**src/rtl/bit_timing_fsm.sv**
```systemverilog
// Bit timing sequencer: walks SYNC/PROP/PS1/PS2 on tq ticks, applies hard sync
// and a single resynchronisation per bit, and emits registered timing pulses.
module bit_timing_fsm (
  input  logic       clock,
  input  logic       reset_n,
  input  logic       enable,
  input  logic       tq_tick,
  input  logic [3:0] prop_seg,
  input  logic [3:0] phase_segment_1,
  input  logic [3:0] phase_segment_2,
  input  logic       hard_sync_request,
  input  logic       resync_required,
  input  logic [3:0] resync_adjustment,
  input  logic       resync_direction,
  output logic [1:0] current_segment,
  output logic [4:0] quanta_counter,
  output logic       sample_point,
  output logic       transmit_point,
  output logic       bit_boundary
);

  localparam int unsigned SEG_W = 2;
  localparam int unsigned QC_W  = 5;
  localparam int unsigned LEN_W = 6;

  localparam logic [1:0] SEG_SYNC = 2'b00;
  localparam logic [1:0] SEG_PROP = 2'b01;
  localparam logic [1:0] SEG_PS1  = 2'b10;
  localparam logic [1:0] SEG_PS2  = 2'b11;

  logic [SEG_W-1:0] seg_nxt;
  logic [QC_W-1:0]  qc_nxt;
  logic [QC_W-1:0]  ext1;
  logic [QC_W-1:0]  ext1_nxt;
  logic [QC_W-1:0]  short2;
  logic [QC_W-1:0]  short2_nxt;
  logic             resync_done;
  logic             done_nxt;
  logic             sp_nxt;
  logic             tp_nxt;
  logic             bb_nxt;

  logic [LEN_W-1:0] prop_len;
  logic [LEN_W-1:0] ps1_len;
  logic [LEN_W-1:0] ps2_base;
  logic [LEN_W-1:0] ps2_short;
  logic [LEN_W-1:0] ps2_len;
  logic [LEN_W-1:0] qc_inc;
  logic [LEN_W-1:0] seg_len;
  logic             seg_end;

  // Segment length from live config plus the registered resync adjustments
  always_comb begin
    prop_len  = (prop_seg == 4'd0) ? LEN_W'(1) : LEN_W'(prop_seg);
    ps1_len   = ((phase_segment_1 == 4'd0) ? LEN_W'(1) : LEN_W'(phase_segment_1))
                + LEN_W'(ext1);
    ps2_base  = (phase_segment_2 == 4'd0) ? LEN_W'(1) : LEN_W'(phase_segment_2);
    ps2_short = (ps2_base > LEN_W'(short2)) ? (ps2_base - LEN_W'(short2)) : LEN_W'(0);
    qc_inc    = LEN_W'(quanta_counter) + LEN_W'(1);
    // A shortened PS2 never ends before the tick already in progress
    ps2_len   = (ps2_short > qc_inc) ? ps2_short : qc_inc;
    seg_len   = LEN_W'(1);
    case (current_segment)
      SEG_SYNC: seg_len = LEN_W'(1);
      SEG_PROP: seg_len = prop_len;
      SEG_PS1:  seg_len = ps1_len;
      SEG_PS2:  seg_len = ps2_len;
      default:  seg_len = LEN_W'(1);
    endcase
    seg_end = (qc_inc >= seg_len);
  end

  // Next-state, resync bookkeeping and pulse generation
  always_comb begin
    seg_nxt    = current_segment;
    qc_nxt     = quanta_counter;
    ext1_nxt   = ext1;
    short2_nxt = short2;
    done_nxt   = resync_done;
    sp_nxt     = 1'b0;
    tp_nxt     = 1'b0;
    bb_nxt     = 1'b0;
    if (enable) begin
      if (hard_sync_request) begin
        seg_nxt    = SEG_SYNC;
        qc_nxt     = '0;
        ext1_nxt   = '0;
        short2_nxt = '0;
        done_nxt   = 1'b0;
      end else begin
        if (resync_required && !resync_done) begin
          if (!resync_direction &&
              (current_segment == SEG_PROP || current_segment == SEG_PS1)) begin
            ext1_nxt = QC_W'(resync_adjustment);
            done_nxt = 1'b1;
          end else if (resync_direction && current_segment == SEG_PS2) begin
            short2_nxt = QC_W'(resync_adjustment);
            done_nxt   = 1'b1;
          end
        end
        if (tq_tick) begin
          if (seg_end) begin
            qc_nxt = '0;
            case (current_segment)
              SEG_SYNC: begin
                seg_nxt = SEG_PROP;
                tp_nxt  = 1'b1;
              end
              SEG_PROP: seg_nxt = SEG_PS1;
              SEG_PS1: begin
                seg_nxt = SEG_PS2;
                sp_nxt  = 1'b1;
              end
              default: begin
                seg_nxt    = SEG_SYNC;
                bb_nxt     = 1'b1;
                ext1_nxt   = '0;
                short2_nxt = '0;
                done_nxt   = 1'b0;
              end
            endcase
          end else begin
            qc_nxt = quanta_counter + QC_W'(1);
          end
        end
      end
    end
  end

  // State and output registers
  always_ff @(posedge clock or negedge reset_n) begin
    if (!reset_n) begin
      current_segment <= SEG_SYNC;
      quanta_counter  <= '0;
      ext1            <= '0;
      short2          <= '0;
      resync_done     <= 1'b0;
      sample_point    <= 1'b0;
      transmit_point  <= 1'b0;
      bit_boundary    <= 1'b0;
    end else begin
      current_segment <= seg_nxt;
      quanta_counter  <= qc_nxt;
      ext1            <= ext1_nxt;
      short2          <= short2_nxt;
      resync_done     <= done_nxt;
      sample_point    <= sp_nxt;
      transmit_point  <= tp_nxt;
      bit_boundary    <= bb_nxt;
    end
  end

endmodule

```
**config.mk**
```make
export PLATFORM = sky130hd
export DESIGN_NAME = bit_timing_fsm
export DESIGN_NICKNAME = d
export VERILOG_FILES = /design/src/rtl/bit_timing_fsm.sv
export SDC_FILE = /design/constraint.sdc
export NUM_CORES = 1
export LEC_CHECK = 0
export ABC_AREA = 1
export CAP_MARGIN = 20
export CORE_ASPECT_RATIO = 1.4
export CORE_MARGIN = 3
export CORE_UTILIZATION = 45
export DETAILED_ROUTE_END_ITERATION = 8
export PLACE_DENSITY = 0.69
export REMOVE_ABC_BUFFERS = 1
export SLEW_MARGIN = 20
export SYNTH_ARGS = -nofsm -noshare
export SYNTH_HDL_FRONTEND = slang
export SYNTH_SLANG_ARGS = --single-unit
```
**constraint.sdc**
```tcl
create_clock -name clock -period 3.9 [get_ports clock]
set_clock_uncertainty 0.1 [all_clocks]
set_input_delay 0.78 -clock clock [delete_from_list [all_inputs] [get_ports clock]]
set_output_delay 0.78 -clock clock [all_outputs]
set_load 0.05 [all_outputs]
```
==> results.sh, run 1 <==
export IMPL_synth_seq_cells=21
export IMPL_synth_compound_area_share_pct=9.498
export IMPL_root_buffer="clkbuf_8"
export IMPL_switchingPower_mw=0.6072
export IMPL_drv_slew=0
export IMPL_clkPwrFrac_pct=12.2
export IMPL_syn2layout_area_growth_pct=47.92
export IMPL_rows=28
export IMPL_clkLatencyLatePin_ns=0.27
export IMPL_layout_setup_ws_ns=-0.1799
export IMPL_power_frac_comb_pct=65.6
export IMPL_r2r_start="short2[0]"
export IMPL_start_kind="input port"
export IMPL_wl_met3_um=199
export IMPL_yosysSeqAreaShare_pct=25.74
export IMPL_dieArea_mm2=0.005393
export IMPL_cp_max_fo=3
export IMPL_num_antenna_cells=0
export IMPL_crit_required_ns=3.98
export IMPL_boundaryPins=33
export IMPL_synth_most_common_cell="nand2_1"
export IMPL_post_synth_top_area_cell="dfrtp_1"
export IMPL_core_area_mm2=0.004309
export IMPL_synthMuxAreaShare_pct=0
export IMPL_gp_congestion=0.8856
export IMPL_synthXorXnorAreaFrac_pct=1.716
export IMPL_drive_above_1_share_pct=30.05
export IMPL_critPathArrivalTime_ns=4.16
export IMPL_drc=0
export IMPL_nets=418
export IMPL_syn_area_mm2=0.002042
export IMPL_detail_route_antenna_nets=0
export IMPL_dp_final_hpwl_um=3991
export IMPL_intPower_mw=0.6323
export IMPL_ir_drop_uv=490.8
export IMPL_worst_pin_slew_ns=0.9724
export IMPL_timing_fmax_mhz=245.1
export IMPL_crit_type="in -> reg"
export IMPL_grt_ovfl_total=0
export IMPL_hold_viol_final=0
export IMPL_synthAdderAreaFrac_pct=17.89
export IMPL_synth_area_leaders="dfrtp_1 26%, ha_1 16%, nand2_1 16%, inv_1 9.7%, nand3_1 8.1%"
export IMPL_synth_edf_count=0
export IMPL_status="finished with violations"
export IMPL_seq_power_share_pct=22.2
export IMPL_m1WireLength_um=2448
export IMPL_initialDrtViolationCount=114
export IMPL_path_clk_slew_ns=0.08
export IMPL_cts_made_buffers=3
export IMPL_grt_pass1_wl_um=9370
export IMPL_p_leak_nw=1.473
export IMPL_fill_cells=345
export IMPL_failed_checks="negative setup slack"
export IMPL_reg2regPathDepth=26
export IMPL_via_count=2196
export IMPL_tns_ns=-2.395
export IMPL_avgSynthCellArea_um2=6.673
export IMPL_setup_viol=20
export IMPL_first_pass_iters=4
export IMPL_grt_pass1_vias=2077
export IMPL_yosys_area_top_type_share_pct=25.74
export IMPL_routed_wirelength_um=5975
export IMPL_min_path_cells=2
export IMPL_power_density_mw_per_mm2=410.4
export IMPL_crit_path_end_kind="flop"
export IMPL_holdPathEnd="short2[2]"
export IMPL_antenna_found_initial=0
export IMPL_cts_num_sinks=21
export IMPL_wl_per_cell_um=14.03
export IMPL_yosys_most_used_dff="dfrtp_1"
export IMPL_wl_met2_um=3253
export IMPL_switching_share_pct=48.99
export IMPL_r2r_end="quanta_counter[1]"
export IMPL_die_y_um=85.71
export IMPL_cts_tree="built"
export IMPL_synth_cells=306
export IMPL_timing_slew_headroom_pct=34.97
export IMPL_min_period_ns=4.080
export IMPL_grt_setup_unrepaired="yes"
export IMPL_ys_types=31
export IMPL_die_w_um=62.93
export IMPL_cts_max_level=1
export IMPL_clockBufferDepth=2
export IMPL_synth_top_family_by_area="simple AND/OR/NAND/NOR gates"
export IMPL_whs_ns=0.4289
export IMPL_ys_async_sr_fraction_pct=100.0
export IMPL_initial_core_util_pct=47.39
export IMPL_period_share_pct=104.6
export IMPL_top_layer="met4"
export IMPL_cap_viol_max_count=0
export IMPL_synth_simple_area_share_pct=32.84
export IMPL_ff2ff_setup_slack_ns=0.12
export IMPL_port_buffers=32
export IMPL_grt_use_total_pct=21.43
export IMPL_viasPerCell=5.155
export IMPL_synth_warnings=0
export IMPL_grt_max_degree=22
export IMPL_min_from="short2[2]"
export IMPL_hp_class="reg -> reg"
export IMPL_yosys_top_cells_count="85 x nand2_1, 53 x inv_1, 33 x nand3_1"
-- power groups by stage --
stage / logic, mW / registers [mW] / clock network (mW)
floorplan: 0.317 / 0.327 / 0
global placement: 0.547 / 0.279 / 0
detailed placement: 0.551 / 0.279 / 0
CTS: 0.685 / 0.275 / 0.152
global route: 0.895 / 0.278 / 0.160
finish: 0.814 / 0.275 / 0.151
-- how the worst max path moves through the flow --
stage                  startpoint                 to  slack (ns)  cells after the start
6_report       phase_segment_2[3]  quanta_counter[1]       -0.18                     28
2_1_floorplan  phase_segment_2[1]            ext1[4]       -0.08                     27
3_3_place_gp   phase_segment_2[3]        resync_done       -0.93                     30
3_5_place_dp   phase_segment_2[3]            ext1[4]       -1.02                     30
4_1_cts        phase_segment_2[2]  quanta_counter[1]       -0.21                     28
5_1_grt        phase_segment_2[3]  quanta_counter[1]       -0.41                     28
-- logic make-up (layout without fill, tap and decap cells) --
group | Yosys count | in the layout
buf+inv | 61 | 120
other cells | 1 | 1
fa+ha+maj | 28 | 28
flops | 21 | 21
simple gates | 155 | 156
compound gates | 36 | 36
xor+xnor | 4 | 4
-- routing by layer --
metal	global-route usage (%)	vias to the layer above
met3	1.966	9
met5	0	-
met2	41.02	62
met4	4.819	0
li1	-	1096
met1	25.51	1029
-- registers in the layout, summed over array words and instances (netlist names) --
signal and cells:
bit_boundary 1, current_segment 2, ext1 5, quanta_counter 5, resync_done 1, sample_point 1, short2 5, transmit_point 1
-- stage by stage --
stage	area, µm²	util (%)	instances	power, mW	setup WS (ns)
floorplan	2001	-	300	0.6440	-0.07833
global placement	2516	58.39	408	0.8266	-0.9294
detailed placement	2516	58.39	408	0.8303	-1.017
CTS	2818	65.39	425	1.113	-0.2100
global route	3020	70.09	426	1.334	-0.4126
finish	3020	70.09	426	1.240	-0.1799
-- cell usage in the layout, fill, tap and decap left out, drive strengths merged, types with 2 or more instances in the layout --
master	instances
xor2	4
clkbuf	3
clkdlybuf4s50	28
o21ai	23
buf	33
dfrtp	21
a21oi	7
nor3	3
nand2	87
fa	2
nand3b	2
or2	2
ha	26
inv	55
nor2	24
nand3	36
-- worst max-delay path: stages --
cell and delay [ns]:
buf_8 0.10, nor3_4 0.18, nor2_2 0.05, ha_2 0.16, inv_2 0.06, fa_2 0.23
inv_2 0.05, nor2_2 0.08, nor2_1 0.05, nor2_2 0.13, nand3_2 0.13, inv_2 0.08
ha_4 0.20, nand2_4 0.07, inv_1 0.05, nand2_2 0.08, nand3_2 0.11, buf_4 0.16
nand3_1 0.07, nand3_1 0.09, nand2_1 0.11, nand2_1 0.07, ha_1 0.27, a21boi_2 0.17
o21ai_4 0.19, nand2_4 0.11, buf_6 0.15, o31ai_4 0.17
-- area by class of cell --
class	instances	area, µm²	share of cell area [%]
clock buffer	3	41.29	1.367
clock inverter	1	5.005	0.1657
inverter	55	211.5	7.001
multi-input combinational	225	1604	53.11
sequential	21	525.5	17.40
tap	60	75.07	2.485
timing repair buffer	61	558.0	18.48
-- timing repair --
action,CTS,global route
endpoints found under the setup margin,21,21
hold buffers,0,0
pin swaps,18,37
gates resized for setup,59,48
cloned,0,1
buffers inserted,13,1
No activity file was read; power rests on OpenSTA's default activity.
==> run 2: changes to the inputs <==
Settings changed: CELL_PAD_IN_SITES_DETAIL_PLACEMENT from default to 1, CELL_PAD_IN_SITES_GLOBAL_PLACEMENT from default to 2, CORE_UTILIZATION 45 to 29, PLACE_DENSITY 0.69 to default, PLACE_DENSITY_LB_ADDON from default to 0.1, SLEW_MARGIN 20 to 25.
==> results.sh, run 2 (same netlist as run 1, synthesis figures left out) <==
export IMPL_grt_setup_unrepaired="yes"
export IMPL_clkPwrFrac_pct=11.9
export IMPL_dp_final_hpwl_um=5186
export IMPL_grt_met1_usage_pct=19.21
export IMPL_dieArea_mm2=0.008099
export IMPL_crit_required_ns=3.97
export IMPL_clockBufferDepth=2
export IMPL_initial_core_util_pct=30.48
export IMPL_crit_start="phase_segment_2[0]"
export IMPL_drive_above_1_share_pct=31.88
export IMPL_power_density_mw_per_mm2=427.4
export IMPL_num_antenna_cells=0
export IMPL_grt_busiest_layer="met2"
export IMPL_period_share_pct=102.6
export IMPL_timing_slew_headroom_pct=62.30
export IMPL_nets=419
export IMPL_routed_wirelength_um=6740
export IMPL_hold_buffers=0
export IMPL_cts_max_level=1
export IMPL_die_y_um=105.3
export IMPL_p_total_mw=1.337
export IMPL_status="finished with violations"
export IMPL_cap_viol_max_count=0
export IMPL_drv_slew=0
export IMPL_core_area_mm2=0.006700
export IMPL_ir_drop_uv=271.9
export IMPL_ff2ff_setup_slack_ns=0.19
export IMPL_final_cell_mix="71 x nand2_1, 45 x inv_1, 27 x clkdlybuf4s50_1"
export IMPL_rows=35
export IMPL_met2_usage_pct=33.79
export IMPL_setup_viol=20
export IMPL_r2r_end="ext1[4]"
export IMPL_fill_cells=818
export IMPL_hold_viol_final=0
export IMPL_port_buffers=32
export IMPL_grt_max_degree=22
export IMPL_cts_made_buffers=3
export IMPL_syn2layout_area_growth_pct=53.19
export IMPL_antenna_found_initial=0
export IMPL_crit_type="in -> reg"
export IMPL_reg2regPathDepth=24
export IMPL_cp_max_fo=7
export IMPL_multi_input_area_mm2=0.001655
export IMPL_grt_pass1_wl_um=11050
export IMPL_viasPerCell=4.688
export IMPL_reg_top3="ext1 (5), quanta_counter (5), short2 (5)"
export IMPL_crit_path_end_kind="flop"
export IMPL_critPathArrivalTime_ns=4.07
export IMPL_grt_pass1_vias=2291
export IMPL_min_period_ns=4.000
export IMPL_switchingPower_mw=0.6481
export IMPL_worst_pin_slew_ns=0.5655
export IMPL_hp_class="in -> async"
export IMPL_r2r_start="short2[2]"
export IMPL_grt_use_total_pct=17.13
export IMPL_first_pass_iters=4
export IMPL_initialDrtViolationCount=31
export IMPL_final_util_pct=46.69
export IMPL_layout_setup_ws_ns=-0.1002
export IMPL_seq_power_share_pct=20.4
export IMPL_die_w_um=76.92
export IMPL_clkLatencyLatePin_ns=0.27
export IMPL_grt_use_met3_pct=1.624
export IMPL_gp_congestion=0.8609
export IMPL_boundaryPins=33
export IMPL_detail_route_antenna_nets=0
export IMPL_timing_fmax_mhz=250.0
export IMPL_via_count=2152
export IMPL_layout_cells_most_common="nand2_1"
export IMPL_cts_tree="built"
export IMPL_p_leak_nw=1.503
export IMPL_drc=0
export IMPL_power_frac_comb_pct=67.7
export IMPL_root_buffer="clkbuf_8"
export IMPL_start_kind="input port"
export IMPL_cts_num_sinks=21
export IMPL_intPower_mw=0.6888
export IMPL_failed_checks="negative setup slack"
export IMPL_switching_share_pct=48.48
export IMPL_path_clk_slew_ns=0.09
export IMPL_register_area_um2=525.5
export IMPL_grt_ovfl_total=0
export IMPL_wl_per_cell_um=14.68
[run 2: how the worst max path moves through the flow]
stage,endpoint,depth (start not counted)
after floorplan,ext1[4],27
after global placement,short2[3],28
after detailed placement,resync_done,28
after CTS,quanta_counter[0],26
after global routing,ext1[4],30
final,ext1[4],26
[run 2: worst max-delay path, stage by stage]
cell and delay, ns:
buf_2 0.10, nor2_1 0.11, ha_2 0.18, inv_2 0.04, fa_2 0.38, buf_6 0.14
xor2_2 0.16, nand3_2 0.10, inv_2 0.05, ha_4 0.25, nand2_2 0.06, nor2_4 0.10
nand2_2 0.09, nand3_4 0.10, nand2_4 0.08, nand2_1 0.06, nand3_1 0.08, nand2_1 0.11
nand2_2 0.06, ha_4 0.26, a21oi_1 0.07, o21a_2 0.25, nand2_4 0.11, nand3_4 0.14
nand3b_1 0.14, nand2_1 0.06
[run 2: routing by layer]
layer,up-vias,part of all wire (%)
met2,25,55
li1,1094,-
met3,7,1.7
met4,0,1.2
met1,1026,42
met5,-,0
[run 2: repair_timing]
action / CTS / global route
cloned: 1 / 0
resized for setup: 72 / 48
pin swaps: 21 / 41
setup endpoints to repair: 21 / 21
buffers inserted: 3 / 3
endpoints found under the hold margin: 0 / 0
[run 2: stage by stage]
step	area (µm²)	cells	hold slack, ns	TNS, ns	setup WS, ns
after floorplan	2001	300	0.3710	-0.6650	-0.07833
after CTS	2898	456	0.3862	-4.832	-0.2921
after detailed placement	2611	448	0.4056	-24.03	-1.200
final	3128	459	0.3681	-1.045	-0.1002
after global routing	3128	459	0.4029	-6.284	-0.3428
after global placement	2616	448	0.3918	-22.49	-1.124
[run 2: area by class of cell]
class	instances	area share [%]
well taps	92	3.680
flip-flops and latches	21	16.80
clock inverters	1	0.2400
inverters	55	6.840
repair buffers	62	18.20
clock buffers	3	1.320
multi-input cells	225	52.92
[run 2: power by group through the flow]
stage,Combinational (mW),Sequential [mW],Clock (mW)
detailed placement,0.633,0.277,0
CTS,0.779,0.274,0.162
global placement,0.626,0.277,0
floorplan,0.317,0.327,0
global route,0.993,0.278,0.172
finish,0.906,0.272,0.159
==> run 3: changes to the inputs <==
Settings changed: TNS_END_PERCENT from default to 50.
==> results.sh, run 3 (same netlist as run 1, synthesis figures left out) <==
export IMPL_viasPerCell=4.671
export IMPL_status="finished with violations"
export IMPL_fill_cells=825
export IMPL_crit_path_end_kind="flop"
export IMPL_initial_core_util_pct=30.48
export IMPL_whs_ns=0.3691
export IMPL_cts_tree="built"
export IMPL_die_y_um=105.3
export IMPL_cts_max_level=1
export IMPL_antenna_found_initial=0
export IMPL_clockBufferDepth=2
export IMPL_num_antenna_cells=0
export IMPL_failed_checks="negative setup slack"
export IMPL_grt_max_degree=22
export IMPL_register_area_um2=525.5
export IMPL_crit_type="in -> reg"
export IMPL_ir_drop_uv=272.0
export IMPL_final_cell_mix="74 x nand2_1, 45 x inv_1, 27 x clkdlybuf4s50_1"
export IMPL_core_area_mm2=0.006700
export IMPL_clkLatencyLatePin_ns=0.27
export IMPL_start_kind="input port"
export IMPL_root_buffer="clkbuf_8"
export IMPL_rows=35
export IMPL_layout_setup_ws_ns=-0.1019
export IMPL_path_clk_slew_ns=0.09
export IMPL_dieArea_mm2=0.008099
export IMPL_cts_num_sinks=21
export IMPL_stdcell_area_mm2=0.003104
export IMPL_multi_input_area_mm2=0.001634
export IMPL_cts_made_buffers=3
export IMPL_drive_above_1_share_pct=30.52
export IMPL_worst_pin_slew_ns=0.5676
export IMPL_initialDrtViolationCount=32
export IMPL_die_w_um=76.92
export IMPL_grt_use_total_pct=17.06
export IMPL_cap_viol_max_count=0
export IMPL_syn2layout_area_growth_pct=52.02
export IMPL_port_buffers=32
export IMPL_min_period_ns=4.002
export IMPL_routed_wirelength_um=6718
export IMPL_layout_cells_most_common="nand2_1"
export IMPL_gp_congestion=0.8609
export IMPL_nets=419
export IMPL_critPathArrivalTime_ns=4.07
export IMPL_setup_viol=20
export IMPL_drc=0
export IMPL_via_count=2144
export IMPL_dp_slack_ns=-1.200
export IMPL_grt_pass1_vias=2286
export IMPL_power_density_mw_per_mm2=424.2
export IMPL_dpl_instance_area_mm2=0.002611
export IMPL_grt_setup_unrepaired="yes"
export IMPL_timing_fmax_mhz=249.9
export IMPL_crit_required_ns=3.97
export IMPL_hold_viol_final=0
export IMPL_reg_top3="ext1 (5), quanta_counter (5), short2 (5)"
export IMPL_final_util_pct=46.33
export IMPL_grt_pass1_wl_um=11010
export IMPL_dp_final_hpwl_um=5186
export IMPL_hp_class="in -> async"
export IMPL_boundaryPins=33
export IMPL_grt_ovfl_total=0
export IMPL_first_pass_iters=4
export IMPL_detail_route_antenna_nets=0
export IMPL_p_leak_nw=1.499
export IMPL_timing_slew_headroom_pct=62.16
export IMPL_wl_per_cell_um=14.64
export IMPL_period_share_pct=102.6
export IMPL_drv_slew=0
export IMPL_cp_max_fo=7
-- run 3: cell counts in the layout (fill, tap and decap cells not counted) --
No cell type changed its count.
-- run 3: power breakdown --
group	switching, mW	total, mW	internal (mW)	leakage (nW)
Combinational	0.518	0.888	0.370	1.19
Sequential	0.0299	0.272	0.242	0.290
Clock	0.0844	0.157	0.0725	0.0217
Total	0.632	1.32	0.685	1.50
-- run 3: what timing repair did --
item | 4_1_cts | 5_1_grt
endpoints found under the setup margin | 21 | 21
resized for setup | 69 | 44
cloned | 1 | 0
setup buffers | 3 | 3
pin swaps | 21 | 39
hold buffers | 0 | 0
-- run 3: worst paths after layout --
kind	start	endpoint	slack [ns]	depth (start not counted)
min in group clock	short2[2]	short2[2]	0.42	2
max reg2reg	short2[2]	ext1[4]	0.19	24
max	phase_segment_2[0]	ext1[4]	-0.10	26
min	reset_n	current_segment[1]	0.37	1
max in group asynchronous	reset_n	bit_boundary	2.99	1
min reg2reg	short2[2]	short2[2]	0.42	2
-- run 3: through the flow --
| step | power (mW) | instances | setup TNS (ns) |
|---|---|---|---|
| 3_5_place_dp | 0.9098 | 448 | -24.03 |
| 2_1_floorplan | 0.6440 | 300 | -0.6650 |
| 5_1_grt | 1.426 | 459 | -6.102 |
| 4_1_cts | 1.213 | 456 | -4.787 |
| 3_3_place_gp | 0.9031 | 448 | -22.49 |
| 6_report | 1.317 | 459 | -0.9379 |
-- run 3: per-layer routing --
metal,wire length [µm],vias up,global-route usage (%),share of wire (%)
met5,0,-,0,0
met4,80,0,4.275,1.2
met3,100,7,1.624,1.5
met2,3728,22,33.54,55
met1,2808,1023,19.21,42
li1,-,1092,-,-
-- run 3: worst max-delay path, cell delays in order --
cell and delay [ns]:
buf_2 0.10, nor2_1 0.11, ha_2 0.18, inv_2 0.04, fa_2 0.38, buf_6 0.14, xor2_2 0.16, nand3_2 0.10
inv_2 0.05, ha_4 0.25, nand2_2 0.06, nor2_4 0.10, nand2_2 0.09, nand3_4 0.10, nand2_4 0.08, nand2_1 0.06
nand3_1 0.08, nand2_1 0.11, nand2_2 0.06, ha_4 0.27, nand2_1 0.08, o21a_2 0.24, nand2_4 0.11, nand3_4 0.14
nand3b_1 0.14, nand2_1 0.06
-- run 3: cell type report --
class / instances / share of cell area (%)
Clock inverter: 1 / 0.2418
Multi-Input combinational cell: 225 / 52.64
Clock buffer: 3 / 1.330
Sequential cell: 21 / 16.93
Inverter: 55 / 6.812
Tap cell: 92 / 3.708
Timing Repair Buffer: 62 / 18.34
